$ cat src/rtl/microcode_sequencer_pkg.sv
// microcode_sequencer_pkg: control-word field positions, sequencing encodings and address defaults
package microcode_sequencer_pkg;
  localparam int UADDR_W_DEF = 10;
  localparam int UWORD_W_DEF = 44;
  localparam int IR_WE_BIT = 27;
  localparam int NEXT_SEL_LO = 28;
  localparam int NEXT_SEL_HI = 29;
  localparam int NEXT_LO = 30;
  localparam int NEXT_HI = 39;
  localparam int PRIV_WE_BIT = 40;
  localparam int PRIV_SET_BIT = 41;
  localparam int RST_OUT_BIT = 42;
  localparam logic [UADDR_W_DEF-1:0] RESET_ADDR_DEF = 10'h000;
  localparam logic [UADDR_W_DEF-1:0] TRAP_ADDR_DEF = 10'h3F8;
  typedef enum logic [1:0] {
    SEQ_INC = 2'b00,
    SEQ_JMP = 2'b01,
    SEQ_DISPATCH = 2'b10,
    SEQ_COND = 2'b11
  } seq_sel_e;
endpackage

$ cat src/rtl/microcode_next_addr.sv
// microcode_next_addr: combinational next micro-address selection with privilege trap detection
module microcode_next_addr
  import microcode_sequencer_pkg::*;
#(
  parameter int UADDR_W = UADDR_W_DEF,
  parameter logic [UADDR_W-1:0] RESET_ADDR = RESET_ADDR_DEF,
  parameter logic [UADDR_W-1:0] TRAP_ADDR = TRAP_ADDR_DEF
) (
  input  logic [UADDR_W-1:0] upc,
  input  logic [1:0]         sel,
  input  logic [UADDR_W-1:0] next_field,
  input  logic               cond,
  input  logic [6:0]         op_eff,
  input  logic               priv_level,
  input  logic               rst_out,
  output logic [UADDR_W-1:0] next_upc,
  output logic               trap
);
  logic [UADDR_W-1:0] upc_inc;
  // soft reset beats a trap, a trap beats the selected sequencing mode
  always_comb begin
    upc_inc = upc + UADDR_W'(1);
    trap = !rst_out && sel == SEQ_DISPATCH && op_eff[6] && !priv_level;
    next_upc = rst_out ? RESET_ADDR :
               trap ? TRAP_ADDR :
               sel == SEQ_JMP ? next_field :
               sel == SEQ_DISPATCH ? UADDR_W'({op_eff, 3'b000}) :
               (sel == SEQ_COND && cond) ? next_field : upc_inc;
  end
endmodule

$ cat src/rtl/microcode_sequencer.sv
// microcode_sequencer: micro-PC, IR and privilege state driving the microcode ROM and control word
module microcode_sequencer
  import microcode_sequencer_pkg::*;
#(
  parameter int UADDR_W = UADDR_W_DEF,
  parameter int UWORD_W = UWORD_W_DEF,
  parameter logic [UADDR_W-1:0] RESET_ADDR = RESET_ADDR_DEF,
  parameter logic [UADDR_W-1:0] TRAP_ADDR = TRAP_ADDR_DEF
) (
  input  logic               clk,
  input  logic               rst,
  input  logic               stall,
  input  logic               cond,
  input  logic [15:0]        bus_in,
  output logic [UADDR_W-1:0] rom_addr,
  input  logic [UWORD_W-1:0] rom_data,
  output logic [UWORD_W-1:0] uword,
  output logic [15:0]        ir,
  output logic               priv_level,
  output logic               trap,
  output logic               soft_rst
);
  logic [UADDR_W-1:0] upc, next_upc;
  logic active, ir_we, rst_out, trap_raw;
  logic [6:0] op_eff;
  // decode the current word; all side effects are gated off during reset and stall
  always_comb begin
    active = !rst && !stall;
    ir_we = rom_data[IR_WE_BIT];
    rst_out = rom_data[RST_OUT_BIT];
    op_eff = ir_we ? bus_in[15:9] : ir[15:9];
    uword = active ? rom_data : '0;
    trap = active && trap_raw;
    soft_rst = active && rst_out;
    rom_addr = upc;
  end
  microcode_next_addr #(
    .UADDR_W(UADDR_W),
    .RESET_ADDR(RESET_ADDR),
    .TRAP_ADDR(TRAP_ADDR)
  ) u_next (
    .upc(upc),
    .sel(rom_data[NEXT_SEL_HI:NEXT_SEL_LO]),
    .next_field(rom_data[NEXT_HI:NEXT_LO]),
    .cond(cond),
    .op_eff(op_eff),
    .priv_level(priv_level),
    .rst_out(rst_out),
    .next_upc(next_upc),
    .trap(trap_raw)
  );
  // sequencer state: hold on stall, soft reset and trap force kernel level
  always_ff @(posedge clk) begin
    if (rst) begin
      upc <= RESET_ADDR;
      ir <= '0;
      priv_level <= 1'b1;
    end else if (!stall) begin
      upc <= next_upc;
      ir <= rst_out ? '0 : ir_we ? bus_in : ir;
      priv_level <= (rst_out || trap_raw) ? 1'b1 :
                    rom_data[PRIV_WE_BIT] ? rom_data[PRIV_SET_BIT] : priv_level;
    end
  end
endmodule

$ cat config.mk
export PLATFORM = sky130hd
export DESIGN_NAME = microcode_sequencer
export DESIGN_NICKNAME = d
export VERILOG_FILES = /design/src/rtl/microcode_sequencer_pkg.sv /design/src/rtl/microcode_next_addr.sv /design/src/rtl/microcode_sequencer.sv
export SDC_FILE = /design/constraint.sdc
export NUM_CORES = 1
export LEC_CHECK = 0
export BUFFER_PORTS_ARGS = -buffer_cell sky130_fd_sc_hd__buf_2
export CAP_MARGIN = 15
export CORE_ASPECT_RATIO = 0.6
export CORE_MARGIN = 2
export CORE_UTILIZATION = 44
export DETAILED_ROUTE_END_ITERATION = 6
export HOLD_SLACK_MARGIN = 0.1
export PLACE_DENSITY = 0.86
export REMOVE_ABC_BUFFERS = 1
export SLEW_MARGIN = 20
export SYNTH_ARGS = -nofsm -noshare
export SYNTH_HDL_FRONTEND = slang
export SYNTH_SLANG_ARGS = --single-unit
$ cat constraint.sdc
create_clock -name clk -period 4.8 [get_ports clk]
set_clock_uncertainty 0.1 [all_clocks]
set_input_delay 0.24 -clock clk [delete_from_list [all_inputs] [get_ports clk]]
set_output_delay 0.24 -clock clk [all_outputs]
set_load 0.02 [all_outputs]
==> results of run 1 <==
stage by stage:
| stage | worst slack, ns | hold slack (ns) | utilization [%] | cell area [sq um] |
|---|---|---|---|---|
| finish | 2.70 | 0.102 | 62.9 | 2560 |
| global route | 2.58 | 0.112 | 62.9 | 2560 |
| CTS | 2.51 | 0.101 | 62.8 | 2560 |
| detailed placement | 2.51 | 0.386 | 61.7 | 2510 |
| global placement | 2.59 | 0.377 | 61.6 | 2510 |
| floorplan | 2.84 | 0.209 | - | 1750 |
cell families (layout without fill, tap and decap cells):
group | after synthesis | count (layout)
AOI/OAI and AO/OA | 63 | 63
xor gates and xnor gates | 3 | 3
adders and majority gates | 1 | 1
buffers and inverters | 22 | 143
DFF | 27 | 27
muxes | 8 | 8
and+or+nand+nor | 112 | 112
worst min-delay path: stages:
cell     delay [ns]
buf_2          0.07
a22oi_1        0.05
nor2_1         0.07
registers in the layout (all words and copies together), names as in the netlist:
register    flops
rom_addr       10
priv_level      1
ir             16
layout make-up:
cell class	instances	area [sq um]	area share (%)
Multi-Input combinational cell	187	1210	47.1
Timing Repair Buffer	137	688	26.8
Sequential cell	27	541	21.1
Tap cell	60	75.1	2.93
Clock buffer	4	45.0	1.76
Inverter	2	7.51	0.293
per-layer routing:
metal | GRT usage, % | routed length (um) | vias to the layer above | share of wire [%]
li1 | - | - | 1088 | -
met1 | 29.1 | 2480 | 1043 | 42
met2 | 37.8 | 2660 | 98 | 45
met3 | 7.24 | 697 | 4 | 12
met4 | 4.87 | 30 | 0 | 0.51
met5 | 0 | 0 | - | 0
where the power goes:
part / leakage (nW) / internal (W) / switching (W) / total, W
Sequential: 0.219 / 0.000231 / 0.00000841 / 0.000239
Combinational: 1.05 / 0.0000603 / 0.0000851 / 0.000145
Clock: 0.0228 / 0.0000594 / 0.0000675 / 0.000127
worst min path at each step:
stage,from,end,cells after the start
after floorplan,rst,rom_addr[0],1
after global placement,bus_in[1],ir[1],3
after detailed placement,bus_in[3],ir[3],3
after CTS,bus_in[3],ir[3],3
after global routing,bus_in[3],ir[3],3
final,bus_in[3],ir[3],3
cells in the final DEF, fill, tap and decap left out, types with 4 or more instances in the layout:
cell type  instances
a21oi_1           10
a22oi_1           16
and2_1            44
buf_2            136
dfxtp_1           27
mux2i_1            5
nand2_1           11
nand3_1            9
nor2_1            20
nor3_1             4
nor3b_1            4
o21ai_0            9
==> flow_metrics.tcl, run 1 <==
set metrics [dict create \
    reg2regPathDepth 5 \
    yosys.area_share.xor_xnor_pct 1.41 \
    drv_slew 0 \
    irDropWorstVdd_mv 0.147 \
    die_area_sq_um 4780 \
    synthCells 236 \
    timing.final.crit_share_pct 43.7 \
    synth_compound_area_share_pct 23.7 \
    nets 423 \
    via_count 2233 \
    first_iter_violations 111 \
    clock_latency_ns 0.27 \
    relSlewSlack_pct 53.4 \
    startpoint_type "flop" \
    antenna_left 0 \
    first_global_vias 1822 \
    nFillCells 376 \
    setup_viol 0 \
    cts-resized-gates 0 \
    drive_above_1_share_pct 43.1 \
    cp-end-kind "output port" \
    post-dp-hpwl_um 4510 \
    synth-seq-cells 27 \
    syn_area_sq_um 1860 \
    synth_fa_ha_area_share_pct 0.673 \
    detail_route.wl_per_cell_um 14.1 \
    final_cell_count_no_fill 417 \
    io_pins 137 \
    tns_ns 0 \
    tritoncts "yes" \
    area_growth_pct 38.0 \
    yosysSeqAreaShare_pct 29.1 \
    synth-edff-count 0 \
    clkSinkCount 27 \
    reg2reg_from "rom_addr[0]" \
    cpPeakStageDelay_ns 0.62 \
    ys_types 51 \
    hold_violations 0 \
    required_ns 4.46 \
    yosys.area.top_type "dfxtp_1" \
    rows 18 \
    drt_first_pass_iters 5 \
    io_buffers 136 \
    antenna_found_initial 0 \
    cp_data_arrival_time_ns 1.76 \
    grt_max_degree 44 \
    start_util_pct 45.6 \
    synth_top_family_by_area "simple AND/OR/NAND/NOR gates" \
    critPathKind "flop to output port" \
    viasPerCell 5.35 \
    grt-ovfl-total 0 \
    fin_total_pwr_w 0.000512 \
    path_depth 4 \
    clkTransAtPathRegs_ns 0.09 \
    placed_cells_incl_taps 413 \
    p_per_area_nw_per_um2 199 \
    die_w_um 87.9 \
    cts_max_path_buffers 2 \
    async_flop_share_pct 0 \
    synth_common_cells "and2_1, dfxtp_1, nor2_1" \
    reg2reg_to "rom_addr[4]" \
    root_buffer "clkbuf_8" \
    grt_usage_pct 22.6 \
    synth.most_common_cell "and2_1" \
    hp-class "input pin to flop" \
    synth_mux_area_share_pct 4.51 \
    path_buf_inv 1 \
    rsz0062_at_grt "false" \
    period_needed_ns 2.10 \
    gp_congestion 0.897 \
    max_cap_violations 0 \
    path_cells "mux2i_1 > or4_1 > nor3_1 > buf_2" \
    die_y_um 54.3 \
    reg2reg_slack_ns 2.89 \
    numCtsBuffers 3 \
    critical_path.startpoint "ir[15]" \
    synth.area.top_cells "dfxtp_1, and2_1, a22oi_1" \
    cp_max_fo 5 \
    grt_pass1_wl_um 8380 \
    tightest_slew_ns 0.697 \
    status "complete, no violations" \
    synthFlopType "dfxtp_1" \
    p_leak_nw 1.29 \
    crit_end "trap" \
    fmax_mhz 477 \
    antenna_cells 0 \
    synth_warnings 0 \
    routed_wl_um 5870 \
    route.detailed.drc 0 \
    synth_top_cell_area_share_pct 29.1 \
    cts_max_level 1 \
    crit_family "simple AND/OR/NAND/NOR gates" \
    avgSynthCellArea_sq_um 7.87 \
    core_sq_um 4080 \
    cts_hold_buf 0 \
    synth-simple-area-share_pct 34.1 \
    slowest_stage "or4_1" \
    cts_setup_buffers 0 \
]
Note: power is estimated with default switching activity, not from simulation.
==> inputs of run 2 (changes only) <==
- CORE_UTILIZATION: 44 -> 41
- PLACE_DENSITY: 0.86 -> 0.81
- clock period: 4.8 -> 2.2 ns (I/O delays scaled with it)
==> run 2 against run 1 <==
Final area grew 8.5%. Clock power grew 120%. Worst hold slack about the same. Sequential power is 120% higher. Largest cell class unchanged.
==> flow_metrics.tcl, run 2 (same netlist as run 1, synthesis figures left out) <==
set metrics [dict create \
    startpoint_type "input pin" \
    clkSinkCount 27 \
    pwr-share-comb_pct 30.6 \
    die_w_um 90.9 \
    reg2reg_from "rom_addr[3]" \
    cp_max_fo 5 \
    fin_total_pwr_w 0.00116 \
    critical_path.startpoint "bus_in[15]" \
    multi_input_area_sq_um 1200 \
    gp_congestion 0.899 \
    drive_above_1_share_pct 42.0 \
    grt_usage_pct 24.6 \
    viasPerCell 5.30 \
    tritoncts "yes" \
    via_count 2326 \
    min_from "rom_data[42]" \
    cts_max_level 1 \
    detail_route.wl_per_cell_um 15.1 \
    post-place-ws_ns 0.385 \
    antenna_found_initial 0 \
    critPathKind "input pin to output port" \
    regArea_sq_um 541 \
    grt_max_degree 39 \
    status "complete, no violations" \
    start_util_pct 43.9 \
    die_y_um 56.1 \
    cts-resized-gates 0 \
    die_area_sq_um 5100 \
    timing.final.crit_share_pct 95.7 \
    p_switching_w 0.000372 \
    numCtsBuffers 3 \
    final_common_cell "buf_2" \
    placed_cells_incl_taps 417 \
    clock_power_share_pct 24.5 \
    cp-end-kind "output port" \
    drv_slew 0 \
    tns_ns 0 \
    route.detailed.drc 0 \
    swShare_pct 32.0 \
    setup_viol 0 \
    layout_setup_ws_ns 0.0951 \
    required_ns 1.99 \
    root_buffer "clkbuf_8" \
    tightest_slew_ns 0.690 \
    nFillCells 387 \
    antenna_cells 0 \
    hold_violations 0 \
    fmax_mhz 475 \
    relSlewSlack_pct 54.0 \
    crit_end "trap" \
    max_cap_violations 0 \
    placed_cell_area_sq_um 2550 \
    reg2reg_to "rom_addr[9]" \
    p_leak_nw 1.40 \
    area_growth_pct 49.8 \
    rows 18 \
    io_pins 137 \
    nets 445 \
    io_buffers 136 \
    cts_max_path_buffers 2 \
    top_register "ir" \
    p_int_w 0.000789 \
    hp-class "input pin to flop" \
    grt_pass1_wl_um 10200 \
    seqPwrFrac_pct 44.9 \
    p_per_area_nw_per_um2 417 \
    fin_area_sq_um 2780 \
    rsz0062_at_grt "false" \
    first_global_vias 2025 \
    layout_common_cells "buf_2, and2_1, dfxtp_1" \
    cp_data_arrival_time_ns 1.89 \
    grt-ovfl-total 0 \
    final_cell_count_no_fill 439 \
    period_needed_ns 2.10 \
    clock_latency_ns 0.27 \
    irDropWorstVdd_mv 0.278 \
    clkTransAtPathRegs_ns 0.09 \
    post-dp-hpwl_um 4930 \
    antenna_left 0 \
    routed_wl_um 6610 \
    reg2reg_slack_ns 0.33 \
    first_iter_violations 114 \
    drt_first_pass_iters 4 \
    core_sq_um 4230 \
    largest_reg_flops 16 \
    reg2regPathDepth 4 \
]
[run 2: layout make-up]
cell class                 instances  share of cell area (%)
sequential                        27                    19.4
clock buffer                       3                    1.48
multi-input combinational        187                    43.2
timing repair buffer             159                    32.7
clock inverter                     1                   0.180
tap                               60                    2.70
inverter                           2                   0.270
[run 2: routing by layer]
metal | track usage [%] | routed length, um | vias to the layer above
met5 | 0 | 0 | -
met4 | 2.16 | 13 | 0
met1 | 32.8 | 2870 | 1096
li1 | - | - | 1126
met2 | 40.4 | 3050 | 102
met3 | 8.27 | 674 | 2
[run 2: worst min path at each step]
stage | depth (start not counted) | endpoint | slack [ns]
after floorplan | 1 | rom_addr[0] | 0.08
after global placement | 3 | ir[5] | 0.24
after detailed placement | 3 | ir[0] | 0.26
after CTS | 3 | priv_level | 0.10
after global routing | 3 | rom_addr[7] | 0.11
final | 3 | priv_level | 0.10
[run 2: power by group through the flow]
stage | clock, W | combinational, W | sequential (W)
after floorplan | 0 | 0.000147 | 0.000549
after global placement | 0 | 0.000324 | 0.000531
after detailed placement | 0 | 0.000328 | 0.000532
after CTS | 0.000292 | 0.000354 | 0.000521
after global routing | 0.000311 | 0.000386 | 0.000524
final | 0.000285 | 0.000355 | 0.000521
[run 2: timing repair]
action / 4_1_cts / 5_1_grt
hold buffers: 18 / 0
endpoints found under the setup margin: 0 / 0
hold endpoints to repair: 18 / 0
setup buffers: 0 / 0
[run 2: critical path, stage by stage]
cell and delay (ns):
dlygate4sd3_1 0.53, buf_2 0.12, mux2i_1 0.13, or4_1 0.64, nor3_1 0.17, buf_2 0.20
[run 2: metrics by stage]
step | hold WS (ns) | utilization (%)
2_1_floorplan | 0.0791 | -
3_3_place_gp | 0.244 | 60.3
3_5_place_dp | 0.256 | 60.3
4_1_cts | 0.102 | 65.7
5_1_grt | 0.113 | 65.8
6_report | 0.103 | 65.8
